[config.mk]
export PLATFORM = sky130hd
export DESIGN_NAME = id_issue_ctrl_flat
export DESIGN_NICKNAME = d
export VERILOG_FILES = /design/src/rtl/issue_pkg.sv /design/src/rtl/id_issue_ctrl_if.sv /design/src/rtl/id_ctrl_decode.sv /design/src/rtl/id_issue_ctrl.sv /design/src/flat_wrapper.sv
export SDC_FILE = /design/constraint.sdc
export NUM_CORES = 1
export LEC_CHECK = 0
export BUFFER_PORTS_ARGS = -buffer_cell sky130_fd_sc_hd__buf_2
export CAP_MARGIN = 0
export CORE_MARGIN = 3
export CORE_UTILIZATION = 44
export CTS_CLUSTER_DIAMETER = 40
export DETAILED_ROUTE_END_ITERATION = 10
export PLACE_DENSITY = 0.86
export SLEW_MARGIN = 5
export SYNTH_ARGS = -nofsm -noshare
export SYNTH_HDL_FRONTEND = slang
export SYNTH_SLANG_ARGS = --single-unit
[constraint.sdc]
create_clock -name clk_ISSUE -period 6.6 [get_ports clk_ISSUE]
set_clock_uncertainty 0.15 [all_clocks]
set_input_delay 1.98 -clock clk_ISSUE [delete_from_list [all_inputs] [get_ports clk_ISSUE]]
set_output_delay 1.98 -clock clk_ISSUE [all_outputs]
set_load 0.01 [all_outputs]
[src/rtl/issue_pkg.sv]
// Shared definitions for the ID-stage issue controller: opcodes, control
// bundle layout, the bubble constant and the issue FSM states.
package issue_pkg;

  localparam logic [5:0] OP_RTYPE = 6'b000000;
  localparam logic [5:0] OP_LW    = 6'b100011;
  localparam logic [5:0] OP_SW    = 6'b101011;
  localparam logic [5:0] OP_BEQ   = 6'b000100;
  localparam logic [5:0] OP_ADDI  = 6'b001000;

  localparam int WB_W = 2;
  localparam int M_W  = 3;
  localparam int EX_W = 4;

  // Bit indices inside each bundle
  localparam int WB_REGWRITE = 1;
  localparam int WB_MEMTOREG = 0;
  localparam int M_BRANCH    = 2;
  localparam int M_MEMREAD   = 1;
  localparam int M_MEMWRITE  = 0;
  localparam int EX_REGDST   = 3;
  localparam int EX_ALUOP_HI = 2;
  localparam int EX_ALUOP_LO = 1;
  localparam int EX_ALUSRC   = 0;

  typedef struct packed {
    logic [WB_W-1:0] wb;
    logic [M_W-1:0]  m;
    logic [EX_W-1:0] ex;
  } ctrl_t;

  localparam logic [WB_W-1:0] BUBBLE_WB = '0;
  localparam logic [M_W-1:0]  BUBBLE_M  = '0;
  localparam logic [EX_W-1:0] BUBBLE_EX = '0;
  localparam ctrl_t           BUBBLE    = '{wb: BUBBLE_WB, m: BUBBLE_M, ex: BUBBLE_EX};

  typedef enum logic [1:0] {
    ST_RUN,
    ST_LDSTALL,
    ST_FLUSH
  } state_e;

endpackage

[src/rtl/id_issue_ctrl_if.sv]
// IF/ID-to-issue-controller handshake bundle. The master side supplies the
// instruction and hazard inputs; the slave side (the controller) returns the
// ID/EX control bundle and the pipeline write enables.
interface id_issue_ctrl_if #(
  parameter int CNT_W = 32
);
  logic [31:0]                  inst_ID;
  logic                         inst_valid_ID;
  logic                         br_taken_MEM;
  logic                         mem_busy;
  logic [issue_pkg::WB_W-1:0]   ctrl_WB;
  logic [issue_pkg::M_W-1:0]    ctrl_M;
  logic [issue_pkg::EX_W-1:0]   ctrl_EX;
  logic                         pc_write;
  logic                         ifid_write;
  logic                         ifid_flush;
  logic [CNT_W-1:0]             stall_cnt;

  modport master (
    output inst_ID, inst_valid_ID, br_taken_MEM, mem_busy,
    input  ctrl_WB, ctrl_M, ctrl_EX, pc_write, ifid_write, ifid_flush, stall_cnt
  );

  modport slave (
    input  inst_ID, inst_valid_ID, br_taken_MEM, mem_busy,
    output ctrl_WB, ctrl_M, ctrl_EX, pc_write, ifid_write, ifid_flush, stall_cnt
  );
endinterface

[src/rtl/id_ctrl_decode.sv]
// Opcode decoder: maps the major opcode to the WB/M/EX control bundle and
// flags opcodes that read rt as a source operand.
module id_ctrl_decode
  import issue_pkg::*;
(
  input  logic [5:0] op,
  input  logic       valid,
  output ctrl_t      ctrl,
  output logic       uses_rt
);

  // Table lookup; unknown opcodes and invalid slots decode to a bubble
  always_comb begin
    ctrl    = BUBBLE;
    uses_rt = 1'b0;
    case (op)
      OP_RTYPE: begin
        ctrl    = '{wb: 2'b10, m: 3'b000, ex: 4'b1100};
        uses_rt = 1'b1;
      end
      OP_LW:   ctrl = '{wb: 2'b11, m: 3'b010, ex: 4'b0001};
      OP_SW: begin
        ctrl    = '{wb: 2'b00, m: 3'b001, ex: 4'b0001};
        uses_rt = 1'b1;
      end
      OP_BEQ: begin
        ctrl    = '{wb: 2'b00, m: 3'b100, ex: 4'b0010};
        uses_rt = 1'b1;
      end
      OP_ADDI: ctrl = '{wb: 2'b10, m: 3'b000, ex: 4'b0001};
      default: ctrl = BUBBLE;
    endcase
    if (!valid) ctrl = BUBBLE;
  end

endmodule

[src/rtl/id_issue_ctrl.sv]
// ID-stage issue controller: decodes the IF/ID instruction into the ID/EX
// control bundle, stalls on load-use hazards against the previously issued
// entry, and inserts bubbles after taken branches.
// Optional bubble counter enabled by defining ISSUE_STALL_CNT_EN.
module id_issue_ctrl
  import issue_pkg::*;
#(
  parameter int FLUSH_CYCLES = 1,
  parameter int CNT_W        = 32
) (
  input logic           clk_ISSUE,
  input logic           rst_ISSUE,
  id_issue_ctrl_if.slave bus
);

  logic [5:0] op;
  logic [4:0] rs;
  logic [4:0] rt;
  logic       unused_imm;
  ctrl_t      dec;
  logic       uses_rt;

  state_e     state_q, state_d;
  logic [2:0] flush_q, flush_d;
  logic       ex_memread_q;
  logic [4:0] ex_rt_q;

  logic       load_use;
  logic       force_bubble;
  logic       pc_w, ifid_w, ifid_fl;
  ctrl_t      issued;

  assign op         = bus.inst_ID[31:26];
  assign rs         = bus.inst_ID[25:21];
  assign rt         = bus.inst_ID[20:16];
  assign unused_imm = ^bus.inst_ID[15:0];

  id_ctrl_decode u_dec (
    .op      (op),
    .valid   (bus.inst_valid_ID),
    .ctrl    (dec),
    .uses_rt (uses_rt)
  );

  assign load_use = ex_memread_q && (ex_rt_q != 5'd0) &&
                    ((ex_rt_q == rs) || ((ex_rt_q == rt) && uses_rt));

  // Next-state and issue decision; priority branch > memory hold > load-use
  always_comb begin
    force_bubble = 1'b0;
    pc_w         = 1'b1;
    ifid_w       = 1'b1;
    ifid_fl      = 1'b0;
    state_d      = state_q;
    flush_d      = flush_q;
    if (rst_ISSUE) begin
      force_bubble = 1'b1;
      pc_w         = 1'b0;
      ifid_w       = 1'b0;
    end else if (bus.br_taken_MEM) begin
      force_bubble = 1'b1;
      ifid_fl      = 1'b1;
      if (FLUSH_CYCLES > 0) begin
        state_d = ST_FLUSH;
        flush_d = 3'(FLUSH_CYCLES);
      end else begin
        state_d = ST_RUN;
      end
    end else begin
      case (state_q)
        ST_FLUSH: begin
          force_bubble = 1'b1;
          // A memory hold freezes the front end and the remaining flush count
          if (bus.mem_busy) begin
            pc_w   = 1'b0;
            ifid_w = 1'b0;
          end else begin
            flush_d = flush_q - 3'd1;
            if (flush_q <= 3'd1) state_d = ST_RUN;
          end
        end
        ST_LDSTALL: begin
          // Shadow holds the bubble issued last cycle, so no load-use check
          state_d = ST_RUN;
          if (bus.mem_busy) begin
            force_bubble = 1'b1;
            pc_w         = 1'b0;
            ifid_w       = 1'b0;
          end
        end
        default: begin
          state_d = ST_RUN;
          if (bus.mem_busy) begin
            force_bubble = 1'b1;
            pc_w         = 1'b0;
            ifid_w       = 1'b0;
          end else if (load_use) begin
            force_bubble = 1'b1;
            pc_w         = 1'b0;
            ifid_w       = 1'b0;
            state_d      = ST_LDSTALL;
          end
        end
      endcase
    end
    issued = force_bubble ? BUBBLE : dec;
  end

  assign bus.ctrl_WB    = issued.wb;
  assign bus.ctrl_M     = issued.m;
  assign bus.ctrl_EX    = issued.ex;
  assign bus.pc_write   = pc_w;
  assign bus.ifid_write = ifid_w;
  assign bus.ifid_flush = ifid_fl;

  // FSM state, flush counter and shadow of the entry just issued to ID/EX
  always_ff @(posedge clk_ISSUE or posedge rst_ISSUE) begin
    if (rst_ISSUE) begin
      state_q      <= ST_RUN;
      flush_q      <= '0;
      ex_memread_q <= 1'b0;
      ex_rt_q      <= '0;
    end else begin
      state_q      <= state_d;
      flush_q      <= flush_d;
      ex_memread_q <= issued.m[M_MEMREAD];
      ex_rt_q      <= (force_bubble || !bus.inst_valid_ID) ? 5'd0 : rt;
    end
  end

`ifdef ISSUE_STALL_CNT_EN
  logic [CNT_W-1:0] cnt_q;

  // Count bubbles inserted in place of a real instruction, saturating
  always_ff @(posedge clk_ISSUE or posedge rst_ISSUE) begin
    if (rst_ISSUE) begin
      cnt_q <= '0;
    end else if (force_bubble && bus.inst_valid_ID && (cnt_q != '1)) begin
      cnt_q <= cnt_q + CNT_W'(1);
    end
  end

  assign bus.stall_cnt = cnt_q;
`else
  assign bus.stall_cnt = '0;
`endif

endmodule

[src/flat_wrapper.sv]
// flat-port wrapper written by rule: the top's interface ports become plain ports
module id_issue_ctrl_flat import issue_pkg::*;
#(
  parameter int FLUSH_CYCLES = 1,
  parameter int CNT_W        = 32
)
  (clk_ISSUE, rst_ISSUE, bus_inst_ID, bus_inst_valid_ID, bus_br_taken_MEM, bus_mem_busy, bus_ctrl_WB, bus_ctrl_M, bus_ctrl_EX, bus_pc_write, bus_ifid_write, bus_ifid_flush, bus_stall_cnt);
  id_issue_ctrl_if #(.CNT_W(CNT_W)) bus_i ();
  input logic clk_ISSUE;
  input logic rst_ISSUE;
  input wire logic [$bits(bus_i.inst_ID)-1:0] bus_inst_ID;
  input wire logic [$bits(bus_i.inst_valid_ID)-1:0] bus_inst_valid_ID;
  input wire logic [$bits(bus_i.br_taken_MEM)-1:0] bus_br_taken_MEM;
  input wire logic [$bits(bus_i.mem_busy)-1:0] bus_mem_busy;
  output wire logic [$bits(bus_i.ctrl_WB)-1:0] bus_ctrl_WB;
  output wire logic [$bits(bus_i.ctrl_M)-1:0] bus_ctrl_M;
  output wire logic [$bits(bus_i.ctrl_EX)-1:0] bus_ctrl_EX;
  output wire logic [$bits(bus_i.pc_write)-1:0] bus_pc_write;
  output wire logic [$bits(bus_i.ifid_write)-1:0] bus_ifid_write;
  output wire logic [$bits(bus_i.ifid_flush)-1:0] bus_ifid_flush;
  output wire logic [$bits(bus_i.stall_cnt)-1:0] bus_stall_cnt;
  assign bus_i.inst_ID = bus_inst_ID;
  assign bus_i.inst_valid_ID = bus_inst_valid_ID;
  assign bus_i.br_taken_MEM = bus_br_taken_MEM;
  assign bus_i.mem_busy = bus_mem_busy;
  assign bus_ctrl_WB = bus_i.ctrl_WB;
  assign bus_ctrl_M = bus_i.ctrl_M;
  assign bus_ctrl_EX = bus_i.ctrl_EX;
  assign bus_pc_write = bus_i.pc_write;
  assign bus_ifid_write = bus_i.ifid_write;
  assign bus_ifid_flush = bus_i.ifid_flush;
  assign bus_stall_cnt = bus_i.stall_cnt;
  id_issue_ctrl #(.FLUSH_CYCLES(FLUSH_CYCLES), .CNT_W(CNT_W)) u_core (.clk_ISSUE(clk_ISSUE), .rst_ISSUE(rst_ISSUE), .bus(bus_i));
endmodule
# Word-level counts from Yosys, hierarchy flattened
# Cells that the tools add are included.
# op_classes
mux,28
add_sub_neg,1
n_eq_ne,11
bitwise_logic,1
order_cmp,1
n_reduce_logical,13
# ops
operator,count
9-bit one-hot mux with 5 select lines,1
9-bit two-way mux,2
1-bit two-way mux,15
6-bit equality test (second input constant),2
5-bit equality test,2
3-bit two-way mux,3
2-bit two-way mux,4
6-bit by 3-bit equality test with 1-bit output (second input constant),1
6-bit by 4-bit equality test with 1-bit output (second input constant),1
6-bit logical NOT,1
3-bit AND reduction,2
5-bit two-way mux,1
5-bit nonzero test,1
2-bit one-hot mux with 2 select lines,1
3-bit by 1-bit less-or-equal comparator with 1-bit output (second input constant),1
1-bit logical AND,3
3-bit by 2-bit inequality test with 1-bit output (second input constant),1
3-bit inequality test (second input constant),1
3-bit OR reduction,1
3-bit by 1-bit subtractor with 3-bit output (second input constant),1
2-bit by 1-bit equality test with 1-bit output (second input constant),1
2-bit equality test (second input constant),1
1-bit logical OR,2
2-bit inequality test (second input constant),1
5 further kinds,5
# word_totals
inputBits,37
word_cells,59
regBits,11
out_inout_bits,44

# Depth between registers and ports, before layout
# logic_depth
ltp_word,13
ltp_mapped,8
ltp_nobuf,7

# Modules after synthesis
# From an unflattened synthesis, not the netlist that was laid out.
# unflattened
cells_unflattened,151
area_unflattened_um2,1243.7
# modules_own_cells
mod,area_each_um2,instances,cells_each,seq_area_each_um2
id_issue_ctrl,1111.1,1,132,275.3
id_ctrl_decode,132.6,1,19,0.0

# Worst setup path after synthesis
# Ideal clock, no wire load.
# synth_timing
path_kind,input -> output
from,input port rst_ISSUE
to,output port bus_ctrl_WB[0]
path_buffers,2
t_required_ns,4.470
t_arrival_ns,3.369
path_stages,6
setup_slack_ns,1.101
cell_sequence,buf_2 nor2_1 nand2_1 or3_1 nor4_4 buf_4
# synth_via
elab_chain_len,2
# synth_rtl
item,line_no,rtl
start: declaration,flat_wrapper.sv:10,input logic rst_ISSUE;
1-bit two-way mux,id_issue_ctrl.sv:56,if (rst_ISSUE) begin
9-bit two-way mux,id_issue_ctrl.sv:106,issued = force_bubble ? BUBBLE : dec;
end: declaration,flat_wrapper.sv:15,output wire logic [$bits(bus_i.ctrl_WB)-1:0] bus_ctrl_WB;
# No other way between the ends.

# Worst setup path in the final report
# layout_timing
from,input port bus_inst_ID[26]
to,output port bus_ctrl_M[2]
# layout_via
elab_chain_len,12
elab_cells_between_ends,18
classes_between,eq/ne (4); mux (9); reduce/logical (5)
# layout_rtl
item,line_no,rtl
start: declaration,flat_wrapper.sv:11,input wire logic [$bits(bus_i.inst_ID)-1:0] bus_inst_ID;
6-bit by 3-bit equality test with 1-bit output (tied with other cells),id_ctrl_decode.sv:16,case (op)
3-bit OR reduction (no line),n/a,
1-bit two-way mux,id_ctrl_decode.sv:16,
1-bit logical AND,id_issue_ctrl.sv:46,((ex_rt_q == rs) || ((ex_rt_q == rt) && uses_rt));
1-bit logical OR,id_issue_ctrl.sv:46,
1-bit logical AND,id_issue_ctrl.sv:45,assign load_use = ex_memread_q && (ex_rt_q != 5'd0) &&
1-bit two-way mux,id_issue_ctrl.sv:97,end else if (load_use) begin
1-bit two-way mux,id_issue_ctrl.sv:93,if (bus.mem_busy) begin
1-bit one-hot mux with 2 select lines,id_issue_ctrl.sv:70,case (state_q)
1-bit two-way mux,id_issue_ctrl.sv:60,end else if (bus.br_taken_MEM) begin
1-bit two-way mux,id_issue_ctrl.sv:56,
9-bit two-way mux *,id_issue_ctrl.sv:106,
end: declaration,flat_wrapper.sv:16,output wire logic [$bits(bus_i.ctrl_M)-1:0] bus_ctrl_M;
# Mark *: on every way between the ends. The rest lies on a longest branch, timed or not.

==> flow_results.org <==
** Setup path
- Data arrival time of the worst path :: 3.71 ns
- The critical path starts at bus_inst_ID[26].
- By startpoint and endpoint, the worst setup path is classified as in2out.
- Endpoint class of the critical path :: output pin
- RR Endpoint :: u_core.ex_rt_q[1]
- Slack of the worst reg-to-reg path :: roughly 4.5 ns
- Data on the critical path is required at its endpoint by 4.47 ns.
- CP startpoint kind :: input port
- Beginning of the worst register-to-register path :: u_core.ex_rt_q[2]
- Along the worst path, the maximum fanout reaches 7.
- Following the worst setup path forward leads to its endpoint at bus_ctrl_M[2].
- For the worst flop-to-flop path, the logic depth is 6.

** CTS
- After clock tree synthesis, the flow added hold-fix buffers numbering 0.
- Htree depth :: 1
- Clock tree from TritonCTS :: yes
- The clock passes through at most 2 buffers.
- Count of instances resized after the clock tree is built :: 0
- After clock tree synthesis, the clock-pin slew on the worst setup and hold paths is about 0.07 ns.
- For the worst-skew pair, the clock arrives at the later sink with an insertion delay of 0.27 ns.
- Number of setup buffers added after CTS :: 0
- Buffers inserted during clock tree synthesis total 3.
- The clock net in this run drives a total of 11 sinks.
- The tree is rooted in a clkbuf_4.

** Synth
- Post-synthesis average cell area :: 8.73 µm²
- For this run, the number of Yosys warnings is 0.
- Synth Instances :: approximately 130
- Most instantiated flip-flop cell in the synthesis netlist :: dfrtp_1
- In the synthesized netlist the async set-or-reset flop fraction comes to 1.00.
- Unique cell type count in the Yosys netlist :: 35
- The synthesized design contains 11 register bits.
- Post-synthesis instance area :: 1130 µm²
- The share of the Yosys chip area taken by registers is 0.244.
- In this run, synthesis inferred 0 flip-flops with an integrated enable.

** Floorplan
- Die area :: between 3000 and 4000 µm²
- For this configuration, the core starts out at a cell density of 0.486.
- Count of standard-cell rows :: 17
- I/O pin total :: slightly above 80
- The die is around 57 µm tall.
- Measured along the x axis, the die boundary spans about 57 µm.
- The core region is approximately 2300 µm².

** Timing
- In this run the tightest slew margin relative to its limit is 0.661.
- At the pin with the least slew margin, the transition time is between 0.5 and 0.6 ns.
- Final hold violation count :: 0
- Post-layout min period :: 5.84 ns
- Post-Route Setup TNS :: 0 ns
- Setup violations remaining at the end of the flow were counted as 0.
- The total count of max-transition violations in the final report is 0.
- Setup repair after global routing missed its margin :: no
- Of the available clock period, the critical path in the final layout requires 0.885.
- The worst path meets setup with about 0.76 ns of slack.
- Fmax :: roughly 170 MHz

** Cells and area
- The number of antenna diodes in the final layout is 0.
- Commonest non-fill, non-tap cells in the layout :: 32 x conb_1, 32 x buf_2, 11 x dfrtp_1, 8 x o21ai_0, 8 x xor2_1
- Layout cells sized above 1 :: 0.308
- Total Nets Final :: between 200 and 250
- Final-layout fill cell count :: about 230
- Synthesis-to-layout area growth :: 5.33%

** Drt
- After the first detailed-routing iteration, the DRC count stood at 10.
- WL final :: between 1500 and 2000 µm
- Dividing the detail-routed wire length by the instance count gives roughly 11 µm.
- After detailed routing, the number of vias per cell comes to about 4.5.
- Via count of the routed design :: 846
- The first detailed-routing pass ran for 4 iterations.
- Number of routed nets with antenna violations :: 0
- After detailed routing, the number of remaining DRC violations is 0.

** GRT
- Summed over all layers, the global routing overflow is 0.
- Across every metal layer, demand over resource in global routing totals 0.125.
- Via count of the first global-routing pass :: roughly 740
- The initial antenna violation count came to 0.
- Entering global routing, the biggest net connects 13 pins.
- Global-route wire length before repair :: around 3200 µm

** Placement
- Port buffering added 32 buffers.
- Post-detailed-placement half-perimeter wirelength :: roughly 1700 µm
- Prior to clock tree synthesis, the placed netlist has a worst setup slack of a little under 0.8 ns.
- Routability-driven placement finished with a final weighted congestion of roughly 0.80.

** Min path
- The path class of the tightest hold or removal check is reg2reg.
- Source of the worst hold timing path :: u_core.flush_q[2]

** Power and ir drop
- The internal power of the cells totals ~130 µW.
- Leakage dissipation :: 0.000631 µW
- VDD sags by at most between 0.0001 and 0.00015 V.
- Power dissipated by switching net loads :: between 70 and 80 µW
- Relative contribution of the clock network to total power :: 0.230
- Combinational power share :: 0.365
- P per Cell Area :: 170 nW/µm²
- Of the total power, registers draw 0.404.
- Of the total power, the share spent switching nets is 0.381.

** Run
- Max-cap violations in this run came to 0.

** Status
- The run finished with clean final reports.
-- synth_stat cells (2+ instances only) --
library cell | count | area [µm²]
a21oi_1 | 2 | 10.0
nor4_1 | 3 | 18.8
o21ai_0 | 8 | 40.0
xor2_1 | 8 | 70.1
nor3b_2 | 5 | 62.6
nor3_1 | 2 | 10.0
nand3_1 | 4 | 20.0
nand2b_1 | 2 | 12.5
nand2_1 | 6 | 22.5
or4_1 | 2 | 15.0
nor3_2 | 3 | 30.0
ha_1 | 4 | 50.1
nor2_1 | 7 | 26.3
buf_4 | 36 | 270
xnor2_1 | 2 | 17.5
dfrtp_1 | 11 | 275
inv_1 | 6 | 22.5
-- final cells by class --
type / count / area, µm² / area share
clock inverters: 1 / 5.00 / 0.00422
flip-flops and latches: 11 / 275 / 0.232
inverters: 6 / 22.5 / 0.0190
well taps: 28 / 35.0 / 0.0295
clock buffers: 3 / 22.5 / 0.0190
multi-input cells: 105 / 658 / 0.555
repair buffers: 33 / 168 / 0.141
-- cell families (layout without fill, tap and decap cells) --
| logic type | after synthesis | after routing | share of synthesized area |
|---|---|---|---|
| other | 1 | 32 | 0.00333 |
| xor gates and xnor gates | 10 | 10 | 0.0778 |
| buffers and inverters | 44 | 43 | 0.274 |
| DFF | 11 | 11 | 0.244 |
| and+or+nand+nor | 38 | 38 | 0.229 |
| adders and majority gates | 4 | 4 | 0.0444 |
| AOI/OAI and AO/OA | 21 | 21 | 0.127 |
-- power groups by stage --
stage	Combinational [µW]	Sequential (µW)	Clock, µW
after floorplan	71.7	81.7	0
after global placement	72.5	83.0	0
after detailed placement	74.2	83.2	0
after CTS	74.8	81.9	46.9
after global routing	84.4	83.1	50.6
final	73.8	81.7	46.5
-- worst max-delay path: stages --
cell and delay [ns]:
buf_2 0.12, or4_1 0.58, o21ai_0 0.12, nand3_1 0.13, a21oi_2 0.46, nor4_1 0.14
buf_2 0.17
-- sequential cells by signal (all words and copies together) (netlist names) --
name and flops:
u_core.state_q 2, u_core.ex_memread_q 1, u_core.flush_q 3, u_core.ex_rt_q 5
-- per-layer routing --
layer / part of all wire / up-vias / GRT usage
met5: 0 / - / 0
met2: 0.47 / 46 / 0.195
met3: 0.12 / 3 / 0.0276
met1: 0.40 / 365 / 0.166
li1: - / 432 / -
met4: 0.014 / 0 / 0.0508
-- through the flow --
| step | instance area [µm²] | cells | utilization | total power, µW | hold slack [ns] |
|---|---|---|---|---|---|
| 6_report | 1190 | 187 | 0.512 | 202 | 0.356 |
| 5_1_grt | 1190 | 187 | 0.512 | 218 | 0.402 |
| 4_1_cts | 1190 | 187 | 0.512 | 204 | 0.364 |
| 3_5_place_dp | 1160 | 183 | 0.500 | 157 | 0.352 |
| 3_3_place_gp | 1160 | 183 | 0.500 | 156 | 0.351 |
| 2_1_floorplan | 1240 | 160 | - | 153 | 0.301 |
-- worst min path at each step --
stage / endpoint / slack [ns] / cells past startpoint
2_1_floorplan: u_core.flush_q[2] / 0.30 / 1
3_3_place_gp: u_core.flush_q[2] / 0.35 / 1
3_5_place_dp: u_core.flush_q[2] / 0.35 / 1
4_1_cts: u_core.flush_q[2] / 0.36 / 1
5_1_grt: u_core.flush_q[2] / 0.40 / 1
6_report: u_core.flush_q[2] / 0.36 / 1
No activity file was read; power rests on OpenSTA's default activity.
